`src/rtl/dpram_arbiter_if.sv`:
```
// Client-side bus of the dual-port RAM access controller: one requester per
// RAM port (suffix _a and _b).
//
// Handshake: req_x acts as valid and gnt_x as ready. An access is transferred
// in a cycle where req_x && gnt_x. Once raised, req_x and its fields (we_x,
// addr_x, wdata_x) stay stable until that cycle. gnt_x is combinational.
// rvalid_x is a one-cycle strobe for a granted read and is never back-pressured.
interface dpram_arbiter_if #(
  parameter int DATA_W = 8,
  parameter int ADDR_W = 4
);
  logic              req_a;
  logic              we_a;
  logic [ADDR_W-1:0] addr_a;
  logic [DATA_W-1:0] wdata_a;
  logic              gnt_a;
  logic              rvalid_a;
  logic [DATA_W-1:0] rdata_a;

  logic              req_b;
  logic              we_b;
  logic [ADDR_W-1:0] addr_b;
  logic [DATA_W-1:0] wdata_b;
  logic              gnt_b;
  logic              rvalid_b;
  logic [DATA_W-1:0] rdata_b;

  modport master (
    output req_a, we_a, addr_a, wdata_a,
    output req_b, we_b, addr_b, wdata_b,
    input  gnt_a, rvalid_a, rdata_a,
    input  gnt_b, rvalid_b, rdata_b
  );

  modport slave (
    input  req_a, we_a, addr_a, wdata_a,
    input  req_b, we_b, addr_b, wdata_b,
    output gnt_a, rvalid_a, rdata_a,
    output gnt_b, rvalid_b, rdata_b
  );
endinterface

```
`src/rtl/dpram_arbiter.sv`:
```
// Access controller for a dual-port RAM with registered read data.
// After reset it zero-fills the RAM two words per cycle, then forwards client
// accesses, resolving same-address write hazards between the ports by
// round-robin and counting each resolved conflict (saturating).
module dpram_arbiter #(
  parameter int DATA_W = 8,
  parameter int ADDR_W = 4,
  parameter int CNT_W  = 16
) (
  input  logic              clk,
  input  logic              rst,
  dpram_arbiter_if.slave    bus,
  output logic [ADDR_W-1:0] ram_addr_a,
  output logic [ADDR_W-1:0] ram_addr_b,
  output logic [DATA_W-1:0] ram_din_a,
  output logic [DATA_W-1:0] ram_din_b,
  output logic              ram_we_a,
  output logic              ram_we_b,
  input  logic [DATA_W-1:0] ram_dout_a,
  input  logic [DATA_W-1:0] ram_dout_b,
  output logic              init_done,
  output logic              collision,
  output logic [CNT_W-1:0]  conflict_cnt,
  output logic              dbg_state,
  output logic              dbg_prio,
  output logic [ADDR_W-2:0] dbg_k
);

  typedef enum logic {
    ST_INIT = 1'b0,
    ST_RUN  = 1'b1
  } state_t;

  localparam logic [ADDR_W-2:0] K_LAST  = '1;
  localparam logic [CNT_W-1:0]  CNT_MAX = '1;

  state_t            state_q, state_d;
  logic [ADDR_W-2:0] k_q, k_d;
  // Low for the first cycle after reset so the sweep begins on the first
  // clock edge that sees rst released; that cycle shows pure reset values.
  logic              armed_q;
  logic              prio_q, prio_d;
  logic [CNT_W-1:0]  cnt_q, cnt_d;
  logic              rvalid_a_q, rvalid_b_q;
  logic              gnt_a, gnt_b;
  logic              conflict;

  assign conflict = bus.req_a & bus.req_b & (bus.addr_a == bus.addr_b)
                  & (bus.we_a | bus.we_b);

  // State, sweep index, priority, counter and read-valid registers.
  always_ff @(posedge clk) begin
    if (rst) begin
      state_q    <= ST_INIT;
      k_q        <= '0;
      armed_q    <= 1'b0;
      prio_q     <= 1'b0;
      cnt_q      <= '0;
      rvalid_a_q <= 1'b0;
      rvalid_b_q <= 1'b0;
    end else begin
      state_q    <= state_d;
      k_q        <= k_d;
      armed_q    <= 1'b1;
      prio_q     <= prio_d;
      cnt_q      <= cnt_d;
      rvalid_a_q <= gnt_a & ~bus.we_a;
      rvalid_b_q <= gnt_b & ~bus.we_b;
    end
  end

  // Next state, grants and RAM drive; everything is held at zero during rst.
  always_comb begin
    state_d    = state_q;
    k_d        = k_q;
    prio_d     = prio_q;
    cnt_d      = cnt_q;
    gnt_a      = 1'b0;
    gnt_b      = 1'b0;
    collision  = 1'b0;
    ram_addr_a = '0;
    ram_addr_b = '0;
    ram_din_a  = '0;
    ram_din_b  = '0;
    ram_we_a   = 1'b0;
    ram_we_b   = 1'b0;
    if (!rst) begin
      case (state_q)
        ST_INIT: begin
          if (armed_q) begin
            // Port A clears the even word, port B the odd word of pair k.
            ram_we_a   = 1'b1;
            ram_we_b   = 1'b1;
            ram_addr_a = {k_q, 1'b0};
            ram_addr_b = {k_q, 1'b1};
            if (k_q == K_LAST) begin
              state_d = ST_RUN;
              k_d     = '0;
            end else begin
              k_d = k_q + 1'b1;
            end
          end
        end
        ST_RUN: begin
          ram_addr_a = bus.addr_a;
          ram_addr_b = bus.addr_b;
          ram_din_a  = bus.wdata_a;
          ram_din_b  = bus.wdata_b;
          if (conflict) begin
            collision = 1'b1;
            gnt_a     = ~prio_q;
            gnt_b     = prio_q;
            prio_d    = ~prio_q;
            if (cnt_q != CNT_MAX) cnt_d = cnt_q + 1'b1;
          end else begin
            gnt_a = bus.req_a;
            gnt_b = bus.req_b;
          end
          ram_we_a = gnt_a & bus.we_a;
          ram_we_b = gnt_b & bus.we_b;
        end
        default: state_d = ST_INIT;
      endcase
    end
  end

  assign bus.gnt_a    = gnt_a;
  assign bus.gnt_b    = gnt_b;
  assign bus.rvalid_a = rvalid_a_q & ~rst;
  assign bus.rvalid_b = rvalid_b_q & ~rst;
  assign bus.rdata_a  = ram_dout_a;
  assign bus.rdata_b  = ram_dout_b;

  assign init_done    = ~rst & (state_q == ST_RUN);
  assign conflict_cnt = rst ? '0 : cnt_q;
  assign dbg_state    = state_q;
  assign dbg_prio     = prio_q;
  assign dbg_k        = k_q;

endmodule

```
`src/flat_wrapper.sv`:
```
// flat-port wrapper written by rule: the top's interface ports become plain ports
module dpram_arbiter_flat 
#(
  parameter int DATA_W = 8,
  parameter int ADDR_W = 4,
  parameter int CNT_W  = 16
)
  (clk, rst, ram_addr_a, ram_addr_b, ram_din_a, ram_din_b, ram_we_a, ram_we_b, ram_dout_a, ram_dout_b, init_done, collision, conflict_cnt, dbg_state, dbg_prio, dbg_k, bus_req_a, bus_we_a, bus_addr_a, bus_wdata_a, bus_req_b, bus_we_b, bus_addr_b, bus_wdata_b, bus_gnt_a, bus_rvalid_a, bus_rdata_a, bus_gnt_b, bus_rvalid_b, bus_rdata_b);
  dpram_arbiter_if #(.DATA_W(DATA_W), .ADDR_W(ADDR_W)) bus_i ();
  input  logic clk;
  input  logic rst;
  output logic [ADDR_W-1:0] ram_addr_a;
  output logic [ADDR_W-1:0] ram_addr_b;
  output logic [DATA_W-1:0] ram_din_a;
  output logic [DATA_W-1:0] ram_din_b;
  output logic ram_we_a;
  output logic ram_we_b;
  input  logic [DATA_W-1:0] ram_dout_a;
  input  logic [DATA_W-1:0] ram_dout_b;
  output logic init_done;
  output logic collision;
  output logic [CNT_W-1:0] conflict_cnt;
  output logic dbg_state;
  output logic dbg_prio;
  output logic [ADDR_W-2:0] dbg_k;
  input wire logic [$bits(bus_i.req_a)-1:0] bus_req_a;
  input wire logic [$bits(bus_i.we_a)-1:0] bus_we_a;
  input wire logic [$bits(bus_i.addr_a)-1:0] bus_addr_a;
  input wire logic [$bits(bus_i.wdata_a)-1:0] bus_wdata_a;
  input wire logic [$bits(bus_i.req_b)-1:0] bus_req_b;
  input wire logic [$bits(bus_i.we_b)-1:0] bus_we_b;
  input wire logic [$bits(bus_i.addr_b)-1:0] bus_addr_b;
  input wire logic [$bits(bus_i.wdata_b)-1:0] bus_wdata_b;
  output wire logic [$bits(bus_i.gnt_a)-1:0] bus_gnt_a;
  output wire logic [$bits(bus_i.rvalid_a)-1:0] bus_rvalid_a;
  output wire logic [$bits(bus_i.rdata_a)-1:0] bus_rdata_a;
  output wire logic [$bits(bus_i.gnt_b)-1:0] bus_gnt_b;
  output wire logic [$bits(bus_i.rvalid_b)-1:0] bus_rvalid_b;
  output wire logic [$bits(bus_i.rdata_b)-1:0] bus_rdata_b;
  assign bus_i.req_a = bus_req_a;
  assign bus_i.we_a = bus_we_a;
  assign bus_i.addr_a = bus_addr_a;
  assign bus_i.wdata_a = bus_wdata_a;
  assign bus_i.req_b = bus_req_b;
  assign bus_i.we_b = bus_we_b;
  assign bus_i.addr_b = bus_addr_b;
  assign bus_i.wdata_b = bus_wdata_b;
  assign bus_gnt_a = bus_i.gnt_a;
  assign bus_rvalid_a = bus_i.rvalid_a;
  assign bus_rdata_a = bus_i.rdata_a;
  assign bus_gnt_b = bus_i.gnt_b;
  assign bus_rvalid_b = bus_i.rvalid_b;
  assign bus_rdata_b = bus_i.rdata_b;
  dpram_arbiter #(.DATA_W(DATA_W), .ADDR_W(ADDR_W), .CNT_W(CNT_W)) u_core (.clk(clk), .rst(rst), .bus(bus_i), .ram_addr_a(ram_addr_a), .ram_addr_b(ram_addr_b), .ram_din_a(ram_din_a), .ram_din_b(ram_din_b), .ram_we_a(ram_we_a), .ram_we_b(ram_we_b), .ram_dout_a(ram_dout_a), .ram_dout_b(ram_dout_b), .init_done(init_done), .collision(collision), .conflict_cnt(conflict_cnt), .dbg_state(dbg_state), .dbg_prio(dbg_prio), .dbg_k(dbg_k));
endmodule
```
`config.mk`:
```
export PLATFORM = sky130hd
export DESIGN_NAME = dpram_arbiter_flat
export DESIGN_NICKNAME = d
export VERILOG_FILES = /design/src/rtl/dpram_arbiter_if.sv /design/src/rtl/dpram_arbiter.sv /design/src/flat_wrapper.sv
export SDC_FILE = /design/constraint.sdc
export NUM_CORES = 1
export LEC_CHECK = 0
export CAP_MARGIN = 20
export CORE_ASPECT_RATIO = 0.5
export CORE_MARGIN = 1
export CORE_UTILIZATION = 38
export DETAILED_ROUTE_END_ITERATION = 10
export PLACE_DENSITY_LB_ADDON = 0.12
export SYNTH_ARGS = -nofsm -noshare
export SYNTH_HDL_FRONTEND = slang
export SYNTH_SLANG_ARGS = --single-unit
export TNS_END_PERCENT = 50
```
`constraint.sdc`:
```
create_clock -name clk -period 3.7 [get_ports clk]
set_input_delay 0.74 -clock clk [delete_from_list [all_inputs] [get_ports clk]]
set_output_delay 0.74 -clock clk [all_outputs]
set_load 0.01 [all_outputs]
```
==> metrics.txt, run 1 <==
most common cell after layout, fill and taps aside=clkdlybuf4s50_1; prevailing post-synth register cell=dfxtp_1; Cell Rows=16; Critical Path AT=2620 ps; gp weighted congestion=0.776; DR top layer=met4; cells taking the most area after synthesis=dfxtp_1 29%, buf_4 7.3%, and3_1 6.8%; layout cell share with drive strength beyond 1=0.0561; Setup WS pre-CTS=338 ps; top cell type's share of synthesized area=0.290; asr flop ratio synth=0; unrepaired setup endpoints after global routing=false; All-Layer GR Usage=0.202; CTS Buf Count=3; Tcrit/Tclk final=0.909; Mapped Area=approximately 1700 sq um; largest net degree at the start of global routing=39; first-pass GRT wire length=7.47 mm; met3 routed WL=246 um; FF-to-FF Start=u_core.cnt_q[0]; worst-margin pin slew=429 ps; CTS tree=yes; Startpoint Class=input port; number of synthesized register bits=24; DRT Pass-1 Iters=4; M1 wire length=2.00 mm; Final Hold Vio Count=0; gr ovfl total=0; fin crit period=roughly 3400 ps; setup TNS=0 ps; # setup viols final=0; ANT nets after route=0; Multi-input gate area=990 sq um; Hold Path Class=register to register; antenna violations before repair=0; area leader, netlist=dfxtp_1; CTS sink cnt=24; reg2reg path depth=6; full die area=4640 sq um; Crit Path Max Fanout=5; Crit Reg-Reg Endpoint=u_core.cnt_q[1]; Slew Limit Fails=0; area grow syn2layout=50.8%; clock skew=~2.8 ps; P per Cell Area=233 nW/um^2; design area=2490 sq um; per-cell routed wire length=between 10 and 15 um; starting density of the core=0.409; diode count=0; die width=95.3 um; hold-fix buffers at CTS=0; fin worst setup slack=337 ps; DP Area=2420 sq um; syn_nets=270; status=complete, no violations; vias per cell=5.18; Ys Warns=0; met2 wire len=2.12 mm; Setup CP Type=input port to output port; number of I/O pins=115; Crit path required time=2960 ps; Post-CTS Setup Bufs=0; clock buffer depth=2; Core ar.=between 4000 and 5000 sq um; fill cell count=381; Post-synth EDFFs=0; clock insertion delay at the later pin of the skew report=280 ps; fin util=0.617; dpl hpwl=3.36 mm; chip height=48.7 um; hold_ws=about 530 ps; Worst setup EP type=output port; vias in the first global route=1682; DR iter-0 viols=33; Syn Inst Count=roughly 220; Max Clock Freq=297 MHz; sequential standard cell area=480 sq um; max_cap viols=0; total wire length=4.43 mm; # resized after CTS=0; H-tree Lvls=1; Crit. Startpoint=bus_addr_a[3]; Mean Syn Cell Area=7.48 sq um; Max rail drop VDD=0.123 mV; Setup crit end=bus_gnt_b; clk root buf=clkbuf_8; clock-pin slew on the worst setup and hold paths=90 ps; DRC errors left=0; fin nets=335; Port-buffer cells=82; Max-slew headroom=0.711; Yosys cell types=32; R2R setup slack=1720 ps; Seq/Total Area, Yosys=0.290; most frequent cells in the layout=82 x clkdlybuf4s50_1, 24 x dfxtp_1, 22 x nand2_1; Leak=roughly 0.001 uW; Via Count=1756
[state kept, by name (all words and copies together) (netlist names)]
name and flops:
u_core.dbg_state 1, u_core.rvalid_a_q 1, u_core.rvalid_b_q 1, u_core.dbg_prio 1, u_core.cnt_q 16, u_core.armed_q 1, u_core.dbg_k 3
[layout make-up]
| class | count | share of cell area |
|---|---|---|
| Timing Repair Buffer | 88 | 0.347 |
| Tap cell | 54 | 0.0271 |
| Inverter | 5 | 0.00753 |
| Multi-Input combinational cell | 164 | 0.397 |
| Clock inverter | 1 | 0.0120 |
| Clock buffer | 3 | 0.0166 |
| Sequential cell | 24 | 0.193 |
[report_power, final]
group,internal [uW],switching (uW)
registers,260,2.35
logic,46.4,35.0
clock network,145,91.8
total,452,129
[stage by stage]
step           std cells  total power, uW
2_1_floorplan        221              316
3_3_place_gp         335              349
3_5_place_dp         335              351
4_1_cts              339              585
5_1_grt              339              604
6_report             339              581
[routing by layer]
layer | vias up | global-route usage
met2 | 57 | 0.346
met1 | 802 | 0.248
met3 | 12 | 0.0487
li1 | 885 | -
met4 | 0 | 0.0657
met5 | - | 0
[cells in the mapped netlist, types with 6 or more instances]
master / instances
and3_1: 18
nor3_1: 6
or4_1: 7
nor2b_1: 17
a21oi_1: 15
buf_4: 16
dfxtp_1: 24
xor2_1: 7
o21ai_0: 12
nand2_1: 22
clkbuf_1: 11
nand3_1: 9
nor2_1: 19
[worst min path at each step]
stage | from | cells after the start | endpoint
global route | u_core.cnt_q[9] | 2 | u_core.cnt_q[9]
CTS | u_core.cnt_q[7] | 2 | u_core.cnt_q[7]
detailed placement | u_core.cnt_q[7] | 2 | u_core.cnt_q[7]
finish | u_core.cnt_q[9] | 2 | u_core.cnt_q[9]
floorplan | u_core.cnt_q[7] | 2 | u_core.cnt_q[7]
global placement | u_core.cnt_q[7] | 2 | u_core.cnt_q[7]
[critical path: stages]
cell	delay (ps)
clkdlybuf4s50_1	490
xor2_1	330
nor2_1	130
nand2_1	150
o21ai_0	130
nor2_1	110
clkdlybuf4s50_1	540
[cells by family (layout without fill, tap and decap cells)]
logic type | count (synthesis) | after routing | synth area share
AOI/OAI and AO/OA | 32 | 32 | 0.104
DFF | 24 | 24 | 0.290
adders and majority gates | 3 | 3 | 0.0227
buffers and inverters | 33 | 97 | 0.111
muxes | 5 | 5 | 0.0325
and+or+nand+nor | 117 | 117 | 0.402
xor gates and xnor gates | 7 | 7 | 0.0371
No activity file was read; power rests on OpenSTA's default activity.
==> run 2, diff against run 1 <==
--- a/config.mk
+++ b/config.mk
@@ -8,7 +8,8 @@
 export CAP_MARGIN = 20
 export CORE_ASPECT_RATIO = 0.5
 export CORE_MARGIN = 1
-export CORE_UTILIZATION = 38
+export CORE_UTILIZATION = 39
+export CTS_BUF_LIST = sky130_fd_sc_hd__clkbuf_8
 export DETAILED_ROUTE_END_ITERATION = 10
 export PLACE_DENSITY_LB_ADDON = 0.12
 export SYNTH_ARGS = -nofsm -noshare
==> run 2 against run 1 <==
Against the previous run: combinational power up 0.9%; first-iteration DRC count up 15%; hold slack worse by 1.7 ps; routed wire length down 0.14%.
==> metrics.txt, run 2 (synthesis gave the netlist of run 1 again) <==
Worst setup EP type=output port; H-tree Lvls=1; All-Layer GR Usage=0.200; DRC errors left=0; fill cell count=between 300 and 400; full die area=about 4500 sq um; Crit path required time=2960 ps; hold-fix buffers at CTS=0; clock buffer depth=2; Post-CTS Setup Bufs=0; Tcrit/Tclk final=0.900; Crit Path Max Fanout=5; Setup CP Type=input port to output port; Worst path max stage delay=around 540 ps; unrepaired setup endpoints after global routing=false; fin util=0.626; CTS Buf Count=3; vias per cell=5.07; Final Hold Vio Count=0; CP Cell Sequence=clkdlybuf4s50_1, xor2_1, nor2_1, nand2_1, o21ai_0, nor2_1, clkdlybuf4s50_1; starting density of the core=0.415; number of I/O pins=115; worst-margin pin slew=between 500 and 600 ps; power share of the clock group=0.405; vias in the first global route=1572; P per Cell Area=232 nW/um^2; first-pass GRT wire length=between 6 and 7 mm; Reg power frac=0.454; DR iter-0 viols=38; layout cell share with drive strength beyond 1=0.0561; cell family with most CP delay=buffers and inverters; most frequent cells in the layout=82 x clkdlybuf4s50_1, 24 x dfxtp_1, 22 x nand2_1; Crit path buffers/inverters=2; fin nets=335; # resized after CTS=0; ANT nets after route=0; area grow syn2layout=50.8%; max FFs per register=16; Slew Limit Fails=0; DRT Pass-1 Iters=4; clock skew=13.5 ps; per-cell routed wire length=13.0 um; DP Area=between 2000 and 2500 sq um; Slowest-stage cell, CP=clkdlybuf4s50_1; clk root buf=clkbuf_8; max_cap viols=0; Core ar.=3980 sq um; most common cell after layout, fill and taps aside=clkdlybuf4s50_1; dpl hpwl=3.40 mm; gp weighted congestion=a little under 0.8; status=complete, no violations; design area=2490 sq um; CTS sink cnt=24; setup TNS=0 ps; gr ovfl total=0; Int Power=452 uW; # setup viols final=0; Via Count=1719; Max rail drop VDD=~0.19 mV; clock insertion delay at the later pin of the skew report=280 ps; Top reg by flops=u_core.cnt_q; fin worst setup slack=369 ps; Leak=0.000976 uW; sw frac=0.220; die width=between 90 and 100 um; Critical Path AT=~2600 ps; largest net degree at the start of global routing=39; diode count=0; chip height=48.1 um; Max-slew headroom=0.650; clock-pin slew on the worst setup and hold paths=roughly 100 ps; Setup WS pre-CTS=381 ps; Port-buffer cells=82; CTS tree=yes; total wire length=4.42 mm; fin crit period=~3300 ps; Max Clock Freq=300 MHz; antenna violations before repair=0; Multi-input gate area=990 sq um; Hold Path Class=register to register; Cell Rows=16; Gate power share=0.142; Startpoint Class=input port; net switching power=127 uW; sequential standard cell area=480 sq um
-- run 2: cell counts in the layout (fill, tap and decap cells not counted) --
No cell type changed its count.
-- run 2: layout make-up --
cell class / instances / area share
Clock buffer: 3 / 0.0166
Clock inverter: 1 / 0.0120
Inverter: 5 / 0.00753
Multi-Input combinational cell: 164 / 0.397
Sequential cell: 24 / 0.193
Tap cell: 54 / 0.0271
Timing Repair Buffer: 88 / 0.347
-- run 2: worst reg2reg max path, cell delays in order, from the launching register on --
cell	delay [ps]
dfxtp_1	660
inv_2	190
nor4_4	350
nand2_2	160
or4_1	510
a21oi_1	160
-- run 2: final timing paths --
check / end / startpoint / depth (start not counted) / slack (ps)
min reg2reg: u_core.cnt_q[7] / u_core.cnt_q[7] / 2 / 530
min: u_core.cnt_q[7] / u_core.cnt_q[7] / 2 / 530
max: bus_gnt_b / bus_addr_b[3] / 7 / 370
max reg2reg: u_core.cnt_q[12] / u_core.dbg_state / 5 / 1630
-- run 2: per-stage QoR --
stage,hold WS (ps),cells,power [uW]
2_1_floorplan,475,221,316
3_3_place_gp,499,335,349
3_5_place_dp,520,335,351
4_1_cts,533,339,587
5_1_grt,571,339,606
6_report,528,339,579
-- run 2: per-layer routing --
layer | part of all wire | wire (um) | vias to the layer above | global-route usage
li1 | - | - | 891 | -
met4 | 0.0066 | 29 | 0 | 0.0523
met3 | 0.064 | 285 | 4 | 0.0556
met2 | 0.48 | 2120 | 57 | 0.368
met5 | 0 | 0 | - | 0
met1 | 0.45 | 1980 | 767 | 0.242
-- run 2: power by group through the flow --
stage / clock, uW / sequential, uW / combinational (uW)
after floorplan: 0 / 269 / 47.2
after global placement: 0 / 269 / 80.1
after detailed placement: 0 / 269 / 82.3
after CTS: 242 / 263 / 82.8
after global routing: 253 / 263 / 89.1
final: 234 / 263 / 82.1
==> run 3, diff against run 2 <==
--- a/config.mk
+++ b/config.mk
@@ -6,12 +6,12 @@
 export NUM_CORES = 1
 export LEC_CHECK = 0
 export CAP_MARGIN = 20
-export CORE_ASPECT_RATIO = 0.5
 export CORE_MARGIN = 1
 export CORE_UTILIZATION = 39
 export CTS_BUF_LIST = sky130_fd_sc_hd__clkbuf_8
 export DETAILED_ROUTE_END_ITERATION = 10
 export PLACE_DENSITY_LB_ADDON = 0.12
+export REMOVE_ABC_BUFFERS = 1
 export SYNTH_ARGS = -nofsm -noshare
 export SYNTH_HDL_FRONTEND = slang
 export SYNTH_SLANG_ARGS = --single-unit
==> run 3 against run 2 <==
Against the previous run: hold slack worse by 3.7 ps; via count grew 2.3%; sequential power is essentially flat; largest power group unchanged.
==> metrics.txt, run 3 (synthesis gave the netlist of run 1 again) <==
Max-slew headroom=0.619; Slew Limit Fails=0; Final Hold Vio Count=0; Crit path required time=approximately 3000 ps; number of I/O pins=115; dpl hpwl=3.78 mm; CTS Buf Count=3; fill cell count=397; reg2reg path depth=5; # resized after CTS=0; Crit Reg-Reg Endpoint=u_core.cnt_q[12]; fin util=0.614; All-Layer GR Usage=0.216; vias per cell=5.25; Hold Path Class=register to register; starting density of the core=0.411; setup TNS=0 ps; H-tree Lvls=1; per-cell routed wire length=14.6 um; gr ovfl total=0; area grow syn2layout=49.5%; Startpoint Class=input port; clock buffer depth=2; Cell Rows=23; # setup viols final=0; cell family with most CP delay=buffers and inverters; first-pass GRT wire length=between 7 and 8 mm; max_cap viols=0; Post-CTS Setup Bufs=0; chip height=67.1 um; Top reg by flops=u_core.cnt_q; sequential standard cell area=480 sq um; most common cell after layout, fill and taps aside=clkdlybuf4s50_1; P per Cell Area=210 nW/um^2; Hold Path End=u_core.cnt_q[9]; DR iter-0 viols=approximately 110; vias in the first global route=1490; CTS sink cnt=24; DRC errors left=0; max FFs per register=16; most frequent cells in the layout=82 x clkdlybuf4s50_1, 24 x dfxtp_1, 22 x nand2_1; FF-to-FF Start=u_core.dbg_state; Hold Crit Start=u_core.cnt_q[9]; total wire length=4.89 mm; DRT Pass-1 Iters=4; Worst path max stage delay=540 ps; Critical Path AT=2580 ps; gp weighted congestion=0.788; Crit Path Max Fanout=5; Crit path buffers/inverters=2; fin crit period=about 3300 ps; Setup CP Type=input port to output port; Worst Hold Path Cells=2; Port-buffer cells=82; clk root buf=clkbuf_8; Max rail drop VDD=about 0.31 mV; full die area=4510 sq um; status=complete, no violations; Tcrit/Tclk final=0.899; clock insertion delay at the later pin of the skew report=260 ps; clock skew=2.78 ps; Worst setup EP type=output port; R2R setup slack=1580 ps; Via Count=1759; diode count=0; CP Cell Sequence=clkdlybuf4s50_1, xor2_1, nor2_1, nand2_1, o21ai_0, nor2_1, clkdlybuf4s50_1; CTS tree=yes; Multi-input gate area=990 sq um; worst-margin pin slew=570 ps; Core ar.=4030 sq um; hold-fix buffers at CTS=0; ANT nets after route=0; fin nets=approximately 340; antenna violations before repair=0; clock-pin slew on the worst setup and hold paths=80 ps; Slowest-stage cell, CP=clkdlybuf4s50_1; unrepaired setup endpoints after global routing=false; Setup WS pre-CTS=369 ps; die width=67.1 um; fin worst setup slack=375 ps; largest net degree at the start of global routing=39; Max Clock Freq=301 MHz; layout cell share with drive strength beyond 1=0.0561; Leak=0.000969 uW
[run 3: cell types whose count changed in the layout (fill, tap and decap cells not counted), sizes merged]
cell,change
clkbuf,+1
bufinv,-1
[run 3: final cells by class]
cell class / count / area share
Clock buffer: 4 / 0.0223
Inverter: 5 / 0.00759
Timing Repair Buffer: 88 / 0.350
Sequential cell: 24 / 0.194
Tap cell: 50 / 0.0253
Multi-Input combinational cell: 164 / 0.400
[run 3: metrics by stage]
| step | total power (uW) | instances | cell area (sq um) | hold slack, ps |
|---|---|---|---|---|
| floorplan | 293 | 193 | 1490 | 469 |
| global placement | 349 | 331 | 2420 | 498 |
| detailed placement | 350 | 331 | 2420 | 512 |
| CTS | 526 | 335 | 2470 | 524 |
| global route | 544 | 335 | 2470 | 561 |
| finish | 520 | 335 | 2470 | 524 |
[run 3: worst max-delay path by stage]
stage,endpoint,start,depth (start not counted)
finish,bus_gnt_b,bus_addr_b[3],7
global route,bus_gnt_b,bus_we_b,7
CTS,bus_gnt_b,bus_addr_b[3],7
detailed placement,bus_gnt_b,bus_addr_b[3],7
global placement,bus_gnt_b,bus_we_b,7
floorplan,ram_we_b,rst,3
[run 3: where the power goes]
group / internal, uW / leakage [uW] / total, uW / switching, uW
logic: 46.4 / 0.000746 / 81.4 / 35.0
registers: 260 / 0.000194 / 263 / 2.23
clock network: 94.9 / 0.0000288 / 176 / 81.4
[run 3: worst min-delay path: stages (launching register included)]
cell,delay [ps]
dfxtp_1,340
o21ai_0,80
a21oi_1,60
[run 3: routing by layer]
metal / track usage / part of all wire / vias up / wire length [um]
li1: - / - / 889 / -
met1: 0.258 / 0.42 / 784 / 2070
met2: 0.330 / 0.43 / 76 / 2120
met3: 0.118 / 0.12 / 8 / 566
met4: 0.0479 / 0.016 / 2 / 80
met5: 0.0750 / 0.0098 / - / 48
